$ cat src/rtl/dense1_output_requant_reader.sv
// Reads the int32 accumulators of the upstream dense layer, applies ReLU, a rounding right-shift
// and int8 saturation, and buffers the activations for the next layer. It also tracks the argmax
// of the activations.
module dense1_output_requant_reader #(
  parameter int unsigned N_OUT        = 128,
  parameter int unsigned SHIFT        = 8,
  parameter int unsigned READ_LATENCY = 1
) (
  input  logic                       clk,
  input  logic                       reset,
  input  logic                       start,
  output logic                       up_start,
  input  logic                       up_done,
  output logic [31:0]                up_read_addr,
  input  logic [31:0]                up_read_data,
  input  logic [$clog2(N_OUT)-1:0]   rd_addr,
  output logic [7:0]                 rd_data,
  output logic [$clog2(N_OUT)-1:0]   argmax,
  output logic [7:0]                 max_val,
  output logic                       busy,
  output logic                       done
);

  localparam int unsigned IdxW = $clog2(N_OUT);
  localparam logic [IdxW-1:0] LastIdx = IdxW'(N_OUT - 1);
  // Half an LSB of the shifted result; zero when SHIFT is 0, so no rounding is applied.
  localparam logic [32:0] RoundBias = (33'd1 << SHIFT) >> 1;

  typedef enum logic [2:0] {
    StIdle,
    StStartUp,
    StWaitUp,
    StFetch,
    StDrain,
    StDone
  } state_e;

  state_e state_q, state_d;

  logic [IdxW-1:0]         addr_q;
  logic [READ_LATENCY-1:0] pipe_vld_q;
  logic [IdxW-1:0]         pipe_idx_q [READ_LATENCY];
  logic [7:0]              buf_q [N_OUT];
  logic [7:0]              max_q;
  logic [IdxW-1:0]         argmax_q;

  logic                    cap_vld;
  logic [IdxW-1:0]         cap_idx;
  logic [32:0]             rect;
  logic [32:0]             rounded;
  logic [6:0]              q;

  assign cap_vld = pipe_vld_q[READ_LATENCY-1];
  assign cap_idx = pipe_idx_q[READ_LATENCY-1];

  // State register.
  always_ff @(posedge clk or posedge reset) begin
    if (reset) begin
      state_q <= StIdle;
    end else begin
      state_q <= state_d;
    end
  end

  // Next-state logic.
  always_comb begin
    state_d = state_q;
    unique case (state_q)
      StIdle:    if (start) state_d = StStartUp;
      StStartUp: state_d = StWaitUp;
      StWaitUp:  if (up_done) state_d = StFetch;
      StFetch:   if (addr_q == LastIdx) state_d = StDrain;
      // The last capture is the one tagged with the final index.
      StDrain:   if (cap_vld && (cap_idx == LastIdx)) state_d = StDone;
      StDone:    if (start) state_d = StStartUp;
      default:   state_d = StIdle;
    endcase
  end

  // Status outputs decoded from the state.
  always_comb begin
    up_start = (state_q == StStartUp);
    busy     = (state_q != StIdle) && (state_q != StDone);
    done     = (state_q == StDone);
  end

  // Issue index: cleared when upstream completes, advanced once per FETCH cycle, then held.
  always_ff @(posedge clk or posedge reset) begin
    if (reset) begin
      addr_q <= '0;
    end else if ((state_q == StWaitUp) && up_done) begin
      addr_q <= '0;
    end else if ((state_q == StFetch) && (addr_q != LastIdx)) begin
      addr_q <= addr_q + 1'b1;
    end
  end

  assign up_read_addr = {{(32 - IdxW){1'b0}}, addr_q};

  // Valid+index delay line matching the upstream read latency.
  always_ff @(posedge clk or posedge reset) begin
    if (reset) begin
      pipe_vld_q <= '0;
      for (int i = 0; i < READ_LATENCY; i++) begin
        pipe_idx_q[i] <= '0;
      end
    end else begin
      pipe_vld_q[0] <= (state_q == StFetch);
      pipe_idx_q[0] <= addr_q;
      for (int i = 1; i < READ_LATENCY; i++) begin
        pipe_vld_q[i] <= pipe_vld_q[i-1];
        pipe_idx_q[i] <= pipe_idx_q[i-1];
      end
    end
  end

  // Requantization: ReLU, round-half-up right shift in 33 bits, saturate to 127.
  always_comb begin
    rect    = up_read_data[31] ? 33'd0 : {1'b0, up_read_data};
    rounded = (rect + RoundBias) >> SHIFT;
    q       = (rounded > 33'd127) ? 7'd127 : rounded[6:0];
  end

  // Activation buffer; contents are not reset.
  always_ff @(posedge clk) begin
    if (cap_vld) begin
      buf_q[cap_idx] <= {1'b0, q};
    end
  end

  assign rd_data = buf_q[rd_addr];

  // Running argmax; strict compare keeps the lowest index on ties, index 0 seeds the run.
  always_ff @(posedge clk or posedge reset) begin
    if (reset) begin
      max_q    <= '0;
      argmax_q <= '0;
    end else if (cap_vld && ((cap_idx == '0) || ({1'b0, q} > max_q))) begin
      max_q    <= {1'b0, q};
      argmax_q <= cap_idx;
    end
  end

  assign max_val = max_q;
  assign argmax  = argmax_q;

endmodule

$ cat config.mk
export PLATFORM = sky130hd
export DESIGN_NAME = dense1_output_requant_reader
export DESIGN_NICKNAME = d
export VERILOG_FILES = /design/src/rtl/dense1_output_requant_reader.sv
export SDC_FILE = /design/constraint.sdc
export NUM_CORES = 1
export LEC_CHECK = 0
export CORE_MARGIN = 8
export CORE_UTILIZATION = 45
export CTS_BUF_LIST = sky130_fd_sc_hd__clkbuf_4 sky130_fd_sc_hd__clkbuf_8
export DETAILED_ROUTE_END_ITERATION = 7
export HOLD_SLACK_MARGIN = 0.08
export SETUP_SLACK_MARGIN = 0.2
export SLEW_MARGIN = 20
export SYNTH_ARGS = -nofsm -noshare
export SYNTH_HDL_FRONTEND = slang
export SYNTH_SLANG_ARGS = --single-unit
$ cat constraint.sdc
create_clock -name clk -period 6.44 [get_ports clk]
set_input_delay 1.288 -clock clk [delete_from_list [all_inputs] [get_ports clk]]
set_output_delay 1.288 -clock clk [all_outputs]
set_load 0.1 [all_outputs]
==> results of run 1 <==
-- cells in the final DEF (no fill, tap or decap), drive strengths merged, types with 16 or more instances in the layout --
cell type | netlist | layout
dfrtp | 32 | 32
nand2 | 63 | 63
mux2i | 18 | 18
a211oi | 16 | 16
nor2 | 150 | 150
nor3 | 21 | 21
mux2 | 35 | 35
nand3 | 18 | 18
nor2b | 28 | 28
clkinv | 0 | 48
nand4 | 17 | 17
inv | 11 | 19
clkbuf | 46 | 205
mux4 | 252 | 252
buf | 66 | 62
edfxtp | 896 | 896
conb | 1 | 27
clkdlybuf4s50 | 0 | 55
-- metal layers --
metal / GRT usage / vias up / routed length [um]
met1: 0.269 / 9458 / 37000
met2: 0.285 / 693 / 39300
met4: 0.0505 / 0 / 1570
met3: 0.0414 / 129 / 5990
li1: - / 7795 / -
met5: 0 / - / 0
-- worst max-delay path, cell delays in order --
cell     delay (ns)
buf_8          0.31
buf_12         0.29
mux4_2         0.57
mux4_2         0.53
a22oi_1        0.53
nand4_1        0.43
buf_12         0.29
-- cell families (layout without fill, tap and decap cells) --
family,count (synthesis),after routing,synth area share
buffers and inverters,123,395,0.0155
AND/OR/NAND/NOR,339,339,0.0429
flip-flops,928,928,0.749
AO/OA/AOI/OAI,85,85,0.0167
other,1,28,0.000101
multiplexers,305,305,0.169
adder cells (fa/ha/maj),9,9,0.00305
XOR/XNOR,14,14,0.00332
-- flip-flops by register name, indices dropped and copies added, names as in the netlist --
signal / flops
addr_q: 7
argmax: 7
buf_q: 896
cap_idx: 7
cap_vld: 1
max_val: 7
state_q: 3
-- stage by stage --
stage	util	hold WS, ns	area (um^2)	total power [mW]
2_1_floorplan	-	0.487	37100	7.99
3_3_place_gp	0.480	0.437	39200	8.45
3_5_place_dp	0.480	0.449	39200	8.47
4_1_cts	0.515	0.465	42100	13.4
5_1_grt	0.515	0.497	42100	13.7
6_report	0.515	0.458	42100	13.2
-- report_power, final --
group	leakage, nW	internal, mW	switching, mW
Sequential	8.24	6.69	0.0874
Clock	1.53	2.62	2.29
Combinational	3.30	0.460	1.10
Total	13.1	9.78	3.47
-- Yosys cell counts (all sizes together), types with 2 or more instances --
cell type	n
a32oi	4
a22oi	14
nand2	63
edfxtp	896
nand4	17
nand3	18
mux4	252
clkbuf	46
dfrtp	32
ha	9
or3	2
nor4	7
o21ai	10
or4	3
nor2	150
xnor2	9
xor2	5
o22ai	15
a211o	2
buf	66
mux2	35
o31a	2
nand4b	3
mux2i	18
inv	11
and3	6
and2	4
a21oi	12
nor3	21
a221oi	3
nand3b	3
or2	4
nor2b	28
a311oi	2
nand2b	5
a211oi	16
-- final cells by class --
cell class,instances,area share
antenna,1,0.0000595
tap,1070,0.0318
inverter,11,0.000981
multi-input combinational,779,0.211
timing repair buffer,117,0.0289
clock inverter,62,0.00883
sequential,928,0.658
clock buffer,205,0.0598
-- path summary, 6_finish.rpt --
check / to / slack, ns
worst max-delay path: rd_data[0] / 0.79
worst min-delay path: cap_idx[6] / 0.46
worst max register to register: max_val[3] / 3.46
worst min register to register: cap_idx[6] / 0.46
max in group asynchronous: cap_idx[3] / 5.24
min in group asynchronous: addr_q[2] / 0.89
==> qor.csv, run 1 <==
stage;metric;value;unit
detailed_routing;vias;18100;
yosys;synth_top_area_frac;0.728;
layout;fillCellCount;6493;
clock_tree;clk-insertion-delay-late;0.79;ns
detailed_routing;avgViaCountPerCell;5.70;
yosys;synthesis.instances;1804;
global_routing;grt_pass1_vias;19000;
yosys;synth_top_flop_cell;edfxtp_1;
yosys;synth_cell_types;54;
detailed_routing;wire_per_inst;26.4;um
worst_setup_path;endpoint_kind;output pin;
clock_tree;cts_resized;0;
worst_hold_path;worstHoldPathType;flip-flop to flip-flop;
sta;finalSetupViolCount;0;
sta;min_period_over_period;0.877;
sta;rsz0062_at_grt;false;
global_routing;grt_pass1_wl;125000;um
detailed_routing;ant_nets;0;
sta;final.setup.tns;0;ns
layout;layout-drive-gt1-share;0.288;
worst_setup_path;critical_path_class;input port to output pin;
worst_hold_path;worstHoldStart;addr_q[6];
placed_design;dp_cells;2905;
layout;multi_input_comb_area;0.00889;mm^2
yosys;synth_edf_count;896;
pwr;power_density;315;mW/mm^2
global_routing;globalRouteOverflowTotal;0;
worst_hold_path;hold_path_depth;0;
layout;instances_no_fill;3173;
run;cap_violations;0;
worst_setup_path;r2r_start;cap_idx[6];
pwr;p_leak;13.1;nW
yosys;yosys-top-cells-area;edfxtp_1 73%, mux4_2 15%, dfrtp_1 2.2%;
placed_design;io_buffers;66;
yosys;synth-seq-cells;928;
sta;finalHoldViolations;0;
worst_setup_path;path_max_fanout;28;
layout;regArea;0.0277;mm^2
placed_design;hpwl;50200;um
worst_setup_path;required;5.15;ns
yosys;syn_area_per_cell;20.5;um^2
layout;area_growth;13.8;%
floorplan;dieWidth;303;um
detailed_routing;dr.pass1.iters;5;
pwr;peakVddDrop;0.000322;V
floorplan;die_h;303;um
clock_tree;cts_tree;done;
clock_tree;cts_max_level;4;
worst_setup_path;cp-startpoint;rd_addr[0];
clock_tree;path_clk_slew;0.06;ns
sta;fin_skew;0.0284;ns
sta;tightestPinTransition;1.09;ns
detailed_routing;routed_wl;83900;um
global_routing;antenna_found_initial;1;
detailed_routing;post-route-drc-count;0;
detailed_routing;drt_iter0_drc;1543;
floorplan;num_io_pins;101;
yosys;async_flop_share;0.0345;
placed_design;post-place-ws;0.382;ns
worst_setup_path;crit_arrival;4.36;ns
floorplan;core;0.0817;mm^2
clock_tree;numCtsBuffers;153;
global_routing;grtUsageTotal;0.186;
worst_setup_path;cp-start-kind;input port;
clock_tree;root_buffer;clkbuf_8;
floorplan;fp.dieArea;0.0916;mm^2
clock_tree;clockBufferDepth;3;
global_routing;grt_max_degree;129;
clock_tree;clock-sinks;928;
sta;setup_slack;0.793;ns
worst_setup_path;reg2reg_depth;7;
sta;slew_headroom;0.268;
run_status;status;finished clean;
clock_tree;hold_buffers;0;
floorplan;start_util;0.452;
yosys;yosysWarnings;0;
layout;fin_nets;2042;
placed_design;place.gp.congestion;0.810;
sta;fmax;177;MHz
clock_tree;cts_setup_buffers;0;
floorplan;fp-row-count;105;
sta;slew_violations;0;
yosys;syn_area;0.0370;mm^2
yosys;ys_seq_area_frac;0.749;
yosys;synth.largest_area_cell;edfxtp_1;
sta;min_period;5.65;ns
Power figures use the tool's default switching activity.
==> inputs of run 2 (changes only) <==
--- a/constraint.sdc
+++ b/constraint.sdc
@@ -3,2 +3,2 @@
 set_output_delay 1.288 -clock clk [all_outputs]
-set_load 0.1 [all_outputs]
+set_load 0.005 [all_outputs]
==> run 2 against run 1 <==
Compared with the run above:
- clock skew down 0.0019 ns
- critical path type unchanged
- register-to-register slack worse by 0.15 ns
- clock power shrank 2%
- sequential cell count did not move
- largest cell class unchanged
- setup slack got worse by 0.059 ns
- critical endpoint is now rd_data[6]
- clock-buffer cell count decreased by 4
- non-clock buffer count increased by 2
==> qor.csv, run 2 (synthesized netlist as in run 1, its figures left out) <==
stage;metric;value;unit;change
clock_tree;cts_setup_buffers;0;;unchanged
sta;slew_violations;0;;unchanged
global_routing;antenna_found_initial;2;;+1
detailed_routing;avgViaCountPerCell;5.73;;+0.64%
worst_setup_path;crit_slowest_cell;mux4_2;;
pwr;pwr-share-comb;0.082;;-0.036
placed_design;hpwl;49900;um;-0.54%
global_routing;grt_pass1_wl;123000;um;-1.6%
pwr;power_density;301;mW/mm^2;-4.4%
sta;rsz0062_at_grt;false;;
pwr;p_leak;13.0;nW;-0.49%
layout;fin_nets;2040;;-0.098%
floorplan;fp.dieArea;0.0916;mm^2;unchanged
layout;post-route-util;0.514;;-0.00106
worst_setup_path;crit_top_cell;mux4_2;;
pwr;pwr-share-clk;0.382;;+0.011
worst_setup_path;crit_arrival;4.42;ns;+0.06 ns
layout;layout-drive-gt1-share;0.282;;-0.00612
placed_design;io_buffers;66;;unchanged
clock_tree;cts_max_level;4;;unchanged
sta;tightestPinTransition;0.966;ns;-0.128 ns
detailed_routing;wire_per_inst;26.2;um;-0.90%
floorplan;dieWidth;303;um;unchanged
sta;finalHoldViolations;0;;unchanged
layout;fillCellCount;6489;;-0.062%
detailed_routing;post-route-drc-count;0;;unchanged
worst_setup_path;cp-start-kind;input port;;
worst_setup_path;crit_family;buffers and inverters;;
layout;layout_commonest_cell;edfxtp_1;;
worst_setup_path;crit_buf_inv;3;;unchanged
sta;slew_headroom;0.355;;+0.0871
placed_design;place_area;0.0391;mm^2;-0.10%
worst_setup_path;endpoint_kind;output pin;;
layout;largest_reg_flops;896;;unchanged
pwr;power.total;12.6;mW;-4.6%
run_status;status;finished clean;;
floorplan;num_io_pins;101;;unchanged
floorplan;fp-row-count;105;;unchanged
placed_design;post-place-ws;0.334;ns;-0.0479 ns
pwr;peakVddDrop;0.000171;V;-47%
worst_setup_path;critical_path_class;input port to output pin;;
global_routing;grt_pass1_vias;19000;;-0.33%
global_routing;grtUsageTotal;0.183;;-0.00271
clock_tree;hold_buffers;0;;unchanged
layout;largest-register;buf_q;;
floorplan;core;0.0817;mm^2;unchanged
layout;area_growth;13.6;%;
clock_tree;path_clk_slew;0.06;ns;about the same
layout;final_cell_mix;896 x edfxtp_1, 252 x mux4_2, 153 x clkbuf_8, 150 x nor2_1, 62 x clkdlybuf4s50_1;;
detailed_routing;vias;18200;;+0.51%
clock_tree;clock-sinks;928;;unchanged
detailed_routing;dr.pass1.iters;5;;unchanged
detailed_routing;drt_iter0_drc;1719;;+11%
sta;final.setup.tns;0;ns;unchanged
placed_design;place.gp.congestion;0.827;;+2.2%
global_routing;grt_max_degree;129;;unchanged
layout;fin_area;0.0420;mm^2;-0.21%
detailed_routing;ant_nets;0;;unchanged
sta;min_period_over_period;0.886;;+0.00919
clock_tree;root_buffer;clkbuf_8;;
worst_setup_path;path_max_fanout;19;;-32%
worst_hold_path;worstHoldPathType;flip-flop to flip-flop;;
run;cap_violations;0;;unchanged
pwr;power_switching;2.92;mW;-16%
sta;finalSetupViolCount;0;;unchanged
global_routing;globalRouteOverflowTotal;0;;unchanged
clock_tree;cts_resized;0;;unchanged
sta;fin_skew;0.0265;ns;-0.00189 ns
sta;fmax;175;MHz;-1.0%
sta;min_period;5.71;ns;+0.0592 ns
sta;setup_slack;0.734;ns;-0.0592 ns
pwr;p_seq_frac;0.536;;+0.024
clock_tree;clk-insertion-delay-late;0.80;ns;about the same
worst_setup_path;cp_cell_sequence;buf_8 -> buf_4 -> mux4_2 -> mux4_2 -> a22oi_1 -> nand4_1 -> clkdlybuf4s50_1;;
pwr;p_sw_frac;0.231;;-0.0310
worst_setup_path;slowest_delay;0.57;ns;about the same
clock_tree;cts_tree;done;;
pwr;intPower;9.72;mW;-0.58%
floorplan;die_h;303;um;unchanged
detailed_routing;routed_wl;83000;um;-1.0%
clock_tree;clockBufferDepth;3;;unchanged
worst_setup_path;required;5.15;ns;about the same
clock_tree;numCtsBuffers;149;;-2.6%
floorplan;start_util;0.452;;unchanged
[run 2: cell types whose count changed in the layout (fill, tap and decap cells not counted), sizes merged]
cell | before | now
clkbuf | 205 | 201
buf | 62 | 57
inv | 19 | 16
clkdlybuf4s50 | 55 | 62
clkinv | 48 | 49
[run 2: power by group through the flow]
stage          logic (mW)  clock network [mW]  registers, mW
2_1_floorplan       0.590                   0           6.88
3_3_place_gp         1.02                   0           6.90
3_5_place_dp         1.04                   0           6.90
4_1_cts              1.05                4.94           6.78
5_1_grt              1.11                5.18           6.79
6_report             1.03                4.83           6.78
[run 2: final timing paths]
kind,startpoint,to,slack (ns),depth (start not counted)
max in group asynchronous,reset,argmax[0],5.25,3
setup / recovery,rd_addr[0],rd_data[6],0.73,7
min in group asynchronous,reset,addr_q[1],0.89,3
setup reg to reg,cap_vld,max_val[4],3.31,7
hold / removal,addr_q[6],cap_idx[6],0.46,0
hold reg to reg,addr_q[6],cap_idx[6],0.46,0
[run 2: metal layers]
layer / part of all wire / global-route usage / routed length (um)
met1: 0.42 / 0.252 / 34800
met2: 0.48 / 0.291 / 40200
met3: 0.073 / 0.0413 / 6090
met4: 0.023 / 0.0571 / 1890
met5: 0.00016 / 0 / 13
[run 2: worst register-to-register path, cell delays in order, from the launching register on]
cell and delay, ns:
dfrtp_1 0.49, nor2b_1 0.37, nand2_2 0.58, nor2_1 0.83
a21oi_2 0.06, buf_4 0.24, nor2_1 0.25, a32oi_1 0.16
[run 2: final cells by class]
| type | instances | area [um^2] | share of cell area |
|---|---|---|---|
| multi-input cells | 779 | 8890 | 0.212 |
| repair buffers | 119 | 1170 | 0.0279 |
| clock inverters | 60 | 374 | 0.00891 |
| well taps | 1070 | 1340 | 0.0319 |
| diodes | 1 | 2.50 | 0.0000596 |
| inverters | 11 | 41.3 | 0.000983 |
| clock buffers | 201 | 2470 | 0.0587 |
| flip-flops and latches | 928 | 27700 | 0.660 |
[run 2: per-stage QoR]
step | hold WS [ns] | cells
after floorplan | 0.415 | 1830
after global placement | 0.431 | 2907
after detailed placement | 0.450 | 2907
after CTS | 0.467 | 3168
after global routing | 0.475 | 3169
final | 0.463 | 3169
==> inputs of run 3 (changes only) <==
clock period = 7.4 ns   (was 6.44 ns; I/O delays follow)
==> run 3 against run 2 <==
Compared with the run above:
- non-clock buffer count shrank 4
- power fell by 12%
- first-iteration DRC count is 5.6% lower
- largest cell class unchanged
- largest power group unchanged
==> qor.csv, run 3 (synthesized netlist as in run 1, its figures left out) <==
stage;metric;value;unit;change
run_status;status;finished clean;;
clock_tree;clk-insertion-delay-late;0.79;ns;about the same
detailed_routing;avgViaCountPerCell;5.74;;about the same
detailed_routing;ant_nets;0;;unchanged
sta;min_period_over_period;0.835;;
detailed_routing;vias;18200;;+0.050%
clock_tree;cts_tree;done;;
worst_setup_path;r2r_start;cap_idx[4];;
worst_setup_path;cp-startpoint;rd_addr[6];;
floorplan;fp-row-count;105;;unchanged
detailed_routing;dr.pass1.iters;5;;unchanged
clock_tree;clock-sinks;928;;unchanged
worst_setup_path;worstSetupEndpoint;rd_data[4];;
floorplan;start_util;0.452;;unchanged
floorplan;dieWidth;303;um;unchanged
detailed_routing;drt_iter0_drc;1623;;-5.6%
layout;fin_nets;2038;;-0.098%
floorplan;core;0.0817;mm^2;unchanged
worst_setup_path;rr_endpoint;max_val[4];;
worst_setup_path;path_max_fanout;14;;-5
clock_tree;cts_max_level;4;;unchanged
clock_tree;hold_buffers;0;;unchanged
layout;fin_area;0.0420;mm^2;about the same
sta;fmax;162;MHz;
layout;final_cell_mix;896 x edfxtp_1, 252 x mux4_2, 154 x clkbuf_8, 150 x nor2_1, 62 x clkdlybuf4s50_1;;
worst_setup_path;endpoint_kind;output pin;;
sta;tightestPinTransition;1.01;ns;+0.0408 ns
layout;fillCellCount;6452;;-0.57%
layout;largest_reg_flops;896;;unchanged
sta;setup_slack;1.22;ns;+0.485 ns
run;cap_violations;0;;unchanged
placed_design;post-place-ws;0.863;ns;+0.529 ns
worst_setup_path;cp-start-kind;input port;;
layout;area_growth;13.6;%;about the same
global_routing;grt_pass1_vias;18900;;-0.19%
global_routing;antenna_found_initial;1;;-1
sta;finalHoldViolations;0;;unchanged
sta;slew_headroom;0.329;;-0.0264
floorplan;die_h;303;um;unchanged
placed_design;place.gp.congestion;0.853;;+3.2%
clock_tree;clockBufferDepth;3;;unchanged
worst_setup_path;crit_arrival;4.70;ns;+0.28 ns
pwr;peakVddDrop;0.000166;V;-2.6%
detailed_routing;routed_wl;84300;um;+1.6%
placed_design;dp_cells;2903;;-0.14%
pwr;power_density;264;mW/mm^2;-12%
placed_design;hpwl;50500;um;+1.3%
worst_setup_path;reg2reg_depth;7;;unchanged
clock_tree;numCtsBuffers;151;;+1.3%
pwr;power.total;11.1;mW;-12%
clock_tree;path_clk_slew;0.06;ns;about the same
pwr;p_leak;13.0;nW;+0.19%
clock_tree;root_buffer;clkbuf_8;;
worst_setup_path;r2r_slack;4.44;ns;+1.13 ns
sta;whs;0.446;ns;-0.0169 ns
detailed_routing;wire_per_inst;26.6;um;+1.6%
global_routing;globalRouteOverflowTotal;0;;unchanged
sta;finalSetupViolCount;0;;unchanged
floorplan;num_io_pins;101;;unchanged
layout;layout_commonest_cell;edfxtp_1;;
sta;slew_violations;0;;unchanged
global_routing;grt_max_degree;105;;-19%
placed_design;place_area;0.0391;mm^2;-0.14%
worst_hold_path;worstHoldPathType;flip-flop to flip-flop;;
layout;post-route-util;0.514;;about the same
layout;instances_no_fill;3168;;-0.032%
sta;min_period;6.18;ns;
layout;layout-drive-gt1-share;0.283;;+0.00156
sta;final.setup.tns;0;ns;unchanged
floorplan;fp.dieArea;0.0916;mm^2;unchanged
global_routing;grt_pass1_wl;124000;um;+0.70%
global_routing;grtUsageTotal;0.185;;+0.00195
sta;fin_skew;0.0240;ns;-0.00249 ns
sta;rsz0062_at_grt;false;;
layout;largest-register;buf_q;;
worst_setup_path;critical_path_class;input port to output pin;;
clock_tree;cts_setup_buffers;0;;unchanged
worst_setup_path;required;5.92;ns;+0.77 ns
placed_design;io_buffers;66;;unchanged
detailed_routing;post-route-drc-count;0;;unchanged
clock_tree;cts_resized;0;;unchanged
run 3: cell types whose count changed in the layout (fill, tap and decap cells not counted), moves of 3 or more:
cell / before / now
clkinv_8: 3 / 0
inv_6: 2 / 6
buf_4: 45 / 39
clkinv_1: 37 / 30
clkinv_2: 9 / 13
run 3: how the worst min path moves through the flow:
stage / start / to / cells after the start
global placement: addr_q[6] / cap_idx[6] / 0
global route: addr_q[6] / cap_idx[6] / 0
detailed placement: addr_q[6] / cap_idx[6] / 0
finish: addr_q[6] / cap_idx[6] / 0
floorplan: addr_q[6] / cap_idx[6] / 0
CTS: addr_q[6] / cap_idx[6] / 0
run 3: per-layer routing:
layer,share of wire,global-route usage
met5,0,0
met4,0.025,0.0580
met3,0.064,0.0428
met2,0.48,0.288
met1,0.43,0.260
run 3: power by group:
group / total, mW / switching [mW] / internal (mW)
Combinational: 0.898 / 0.504 / 0.394
Sequential: 5.90 / 0.0759 / 5.83
Clock: 4.30 / 2.00 / 2.30
Total: 11.1 / 2.58 / 8.52
run 3: area by class of cell:
class                      count  area, um^2  area share
multi-input combinational    779        8860       0.211
inverter                      11        41.3    0.000983
clock inverter                60         397     0.00944
clock buffer                 204        2490      0.0594
timing repair buffer         115        1150      0.0274
tap                         1070        1340      0.0319
antenna                        1        2.50   0.0000596
sequential                   928       27700       0.660
run 3: critical path, stage by stage:
cell	delay, ns
clkdlybuf4s50_1	0.74
nand2b_1	0.73
o22ai_1	0.30
nor3_1	0.51
nand2_1	0.16
nand4_1	0.23
clkdlybuf4s50_1	0.55
==> variant 1, RTL diff (flow settings as in run 1) <==
Register the outputs `up_read_addr` and `rd_data`; this adds one clock of latency there. The other outputs are not delayed to match.
--- a/src/rtl/dense1_output_requant_reader.sv
+++ b/src/rtl/dense1_output_requant_reader.sv
@@ -96,5 +96,4 @@
   end
 
-  assign up_read_addr = {{(32 - IdxW){1'b0}}, addr_q};
 
   // Valid+index delay line matching the upstream read latency.
@@ -129,5 +128,8 @@
   end
 
-  assign rd_data = buf_q[rd_addr];
+  always_ff @(posedge clk) begin
+    up_read_addr <= {{(32 - IdxW){1'b0}}, addr_q};
+    rd_data      <= buf_q[rd_addr];
+  end
 
   // Running argmax; strict compare keeps the lowest index on ties, index 0 seeds the run.
Check against the original RTL: not equivalent (a bounded check fails within 10 cycles, from zero or initial values and one cycle with reset high).
==> variant 1 against run 1 <==
  * Highest routed layer unchanged
  * Power grew 2.3%
  * Setup slack better by 0.47 ns
  * Final area rose by 0.60%
  * Area after synthesis grew 0.96%
  * Sequential share of layout area is 0.27 points higher
  * Via count down 0.87%
  * Sequential cell count up 14
  * Synthesized cell count down 1.6%
  * Wire length fell by 2.2%
  * Die area up 0.91%
  * Largest power group unchanged
==> variant 1: results (changes against run 1) <==
[final_layout]
drive_above_1_share = 0.288  ; about the same
nets = 1993  ; -2.4%

[clocking]
clk_latency_ns = 0.81  ; +0.02 ns
post-cts-setup-buffers = 0  ; unchanged

[worst_setup_path]
worst_ep_arrival_time_ns = 5.90  ; +1.54 ns
crit_slowest_cell = a21oi_2
r2r_slack_ns = 3.10  ; -0.36 ns
worstReg2RegStart = cap_idx[1]
cpPeakStageDelay_ns = 0.59  ; +0.02 ns
r2r_end = state_q[0]
path_max_fanout = 15  ; -46%

[placement]
dp.cells = 2856  ; -1.7%
place_ws_ns = 0.473  ; +0.0910 ns
place_congestion = 0.774  ; -4.4%
placed_area_um2 = 39200  ; about the same
dpl.hpwl_um = 50000  ; -0.36%

[global_route]
grtUsageMet2 = 0.280  ; -0.00482
track_usage = 0.177  ; -0.00892
met3_usage = 0.0415  ; +0.0000811

[synth]
synthMuxAreaShare = 0.174  ; +0.00477
synth-compound-area-share = 0.0142  ; -0.00254
netlist_top_cells_area = edfxtp_1, mux4_2, dfrtp_1
syn_area_per_cell_um2 = 21.0  ; +2.6%
synthTopCellsByCount = edfxtp_1, mux4_2, nor2_1, nand2_1, clkbuf_1
synthXorXnorAreaFrac = 0.00352  ; +0.000203
yosysSeqAreaShare = 0.750  ; about the same
synth.distinct_cells = 52  ; -3.7%
async_flop_share = 0.0340  ; -0.000512

[detailed_routing]
drt_wl_total_um = 82100  ; -2.2%
wl_per_cell_um = 26.3  ; -0.69%
first_iter_violations = 1530  ; -0.84%
vias = 17900  ; -0.87%

[status]
status = finished, final reports clean

[power_and_ir_drop]
p_leak_nw = 14.1  ; +7.7%

[sta]
skew_ns = 0.0495  ; +0.0212 ns
tightestPinTransition_ns = 1.05  ; -0.0421 ns

[min_path]
min_from = addr_q[6]

==> variant 1: changes by cell type in the layout (fill, tap and decap cells not counted), moves of 12 or more <==
cell            run 1  this run
mux4_2            252       273
mux2_2             35        15
buf_4              44        29
dfxtp_1             0        14
nor2b_1            28        15
a31oi_1             0        12
==> variant 1: kinds of logic after synthesis <==
kind of cell,after synthesis
flops,942
mux,305
simple gates,294
buf+inv,132
compound gates,77
xor+xnor,15
fa+ha+maj,9
other cells,1
==> variant 1: per-stage QoR <==
stage	hold WS [ns]	utilization	setup TNS (ns)
floorplan	0.386	-	-12.86
global placement	0.425	0.478	0
detailed placement	0.418	0.478	0
CTS	0.440	0.515	0
global route	0.484	0.516	0
finish	0.444	0.516	0
==> variant 1: worst max path at each step <==
stage	start	endpoint	slack, ns	depth (start not counted)
4_1_cts	up_read_data[31]	max_val[1]	1.35	17
6_report	up_read_data[31]	max_val[1]	1.27	17
5_1_grt	up_read_data[31]	max_val[1]	0.95	17
2_1_floorplan	up_read_data[31]	max_val[6]	-0.97	18
3_5_place_dp	up_read_data[31]	max_val[1]	0.47	17
3_3_place_gp	up_read_data[31]	max_val[1]	0.57	17
==> variant 1: layout make-up <==
class	count	area [µm²]
Timing Repair Buffer	104	1050
Multi-Input combinational cell	727	8810
Tap cell	1070	1340
Antenna cell	1	2.50
Clock inverter	58	487
Clock buffer	211	2600
Sequential cell	942	28000
Inverter	13	48.8
Fill cell	6378	39800
==> variant 1: where the power goes <==
part	switching, mW	internal (mW)
logic	1.04	0.435
registers	0.149	6.74
clock network	2.34	2.84
==> variant 1: routing by layer <==
metal	vias to the layer above	part of all wire
met4	0	0.019
met2	640	0.48
met3	116	0.066
met5	-	0
li1	7660	-
met1	9502	0.43
==> variant 2, RTL diff (settings of run 1) <==
Without the edit above. Set the parameter `READ_LATENCY` to 2 (it was 1).
--- a/src/rtl/dense1_output_requant_reader.sv
+++ b/src/rtl/dense1_output_requant_reader.sv
@@ -5,5 +5,5 @@
   parameter int unsigned N_OUT        = 128,
   parameter int unsigned SHIFT        = 8,
-  parameter int unsigned READ_LATENCY = 1
+  parameter int unsigned READ_LATENCY = 2
 ) (
   input  logic                       clk,
Function: changed (a bounded check fails within 10 cycles, from zero or initial values and one cycle with reset high).
==> variant 2 against run 1 <==
  * Global-route usage shrank 0.55 points
  * Wire length down 1.0%
  * Sequential cell count is 8 higher
  * Clock power grew 1%
  * Power grew 2.3%
  * First-iteration DRC count is 10% lower
  * Final area increased by 0.53%
  * Utilization is 0.11 points higher
  * Setup slack improved by 0.18 ns
  * Combinational power grew 5%
  * Sequential power is 2% higher
  * Area after synthesis rose by 0.72%
  * Worst hold slack worse by 0.11 ns
  * Sequential share of layout area rose by 0.13 points
  * Critical path type unchanged
  * Critical endpoint unchanged
==> variant 2: results (changes against run 1) <==
[synth]
netlist_top_cells_area = edfxtp_1, mux4_2, dfrtp_1
yosysSeqAreaShare = 0.749  ; about the same
synthAdderAreaFrac = 0.00302  ; -0.0000217
syn_inst = 1777  ; -1.5%
synth.distinct_cells = 53  ; -1.9%
async_flop_share = 0.0427  ; +0.00825
synthMuxAreaShare = 0.176  ; +0.00659
synthTopCellsByCount = edfxtp_1, mux4_2, nor2_1, clkbuf_1, nand2_1

[worst_setup_path]
worst_ep_arrival_time_ns = 4.18  ; -0.18 ns
path_max_fanout = 37  ; +32%
r2r_cells = 8  ; +1
worstReg2RegStart = pipe_vld_q[1]
cpPeakStageDelay_ns = 0.60  ; +0.03 ns
r2r_slack_ns = 3.17  ; -0.29 ns

[clocking]
cts_inserted_buffers = 150  ; -2.0%
clk_latency_ns = 0.77  ; -0.02 ns

[detailed_routing]
route.met3.wl_um = 4830  ; -19%
highest_layer = met5
drt_wl_total_um = 83100  ; -1.0%
first_iter_violations = 1386  ; -10%

[min_path]
whs_endpoint = cap_idx[4]

[placement]
place_ws_ns = 0.591  ; +0.209 ns
place_congestion = 0.838  ; +3.5%
placed_area_um2 = 39300  ; +0.32%
dp.cells = 2869  ; -1.2%
dpl.hpwl_um = 50700  ; +1.1%

[global_route]
antenna_found_initial = 2  ; +1
grtUsageMet2 = 0.296  ; +0.0114
grt_pass1_wl_um = 124000  ; -0.64%
use_met1 = 0.239  ; -0.0299
grt_pass1_vias = 19000  ; +0.11%
grt_max_degree = 113  ; -12%
track_usage = 0.180  ; -0.00548

[final_layout]
n_fill_cell = 6488  ; -0.077%
nets = 2004  ; -1.9%

[status]
status = finished, final reports clean

[sta]
skew_ns = 0.0213  ; -0.00708 ns
tightestPinTransition_ns = 1.13  ; +0.0388 ns
fmax_mhz = 183  ; +3.3%
whs_ns = 0.348  ; -0.111 ns

[power_and_ir_drop]
power_density_nw_per_um2 = 320  ; +1.8%
p_leak_nw = 13.3  ; +2.0%
ir_worst_vdd_mv = 0.378  ; +17%

==> variant 2: layout make-up <==
class,count,share of cell area
Clock inverter,52,0.00796
Tap cell,1070,0.0317
Multi-Input combinational cell,739,0.209
Clock buffer,217,0.0617
Inverter,11,0.000976
Sequential cell,936,0.660
Timing Repair Buffer,114,0.0289
Antenna cell,1,0.0000592
==> variant 2: worst register-to-register path, stage by stage, from the launching register on <==
cell and delay [ns]:
dfrtp_1 0.56, nor2b_1 0.50, nand2_1 0.81, nor2_1 0.30, buf_4 0.28, a21oi_2 0.12, buf_4 0.21, nor4_1 0.24
a22oi_1 0.10
==> variant 2: where the power goes <==
group / leakage, nW / total [mW] / switching (mW) / internal, mW
sequential: 8.38 / 6.93 / 0.129 / 6.80
clock: 1.57 / 4.98 / 2.26 / 2.73
combinational: 3.39 / 1.64 / 1.16 / 0.482
total: 13.3 / 13.6 / 3.55 / 10.0
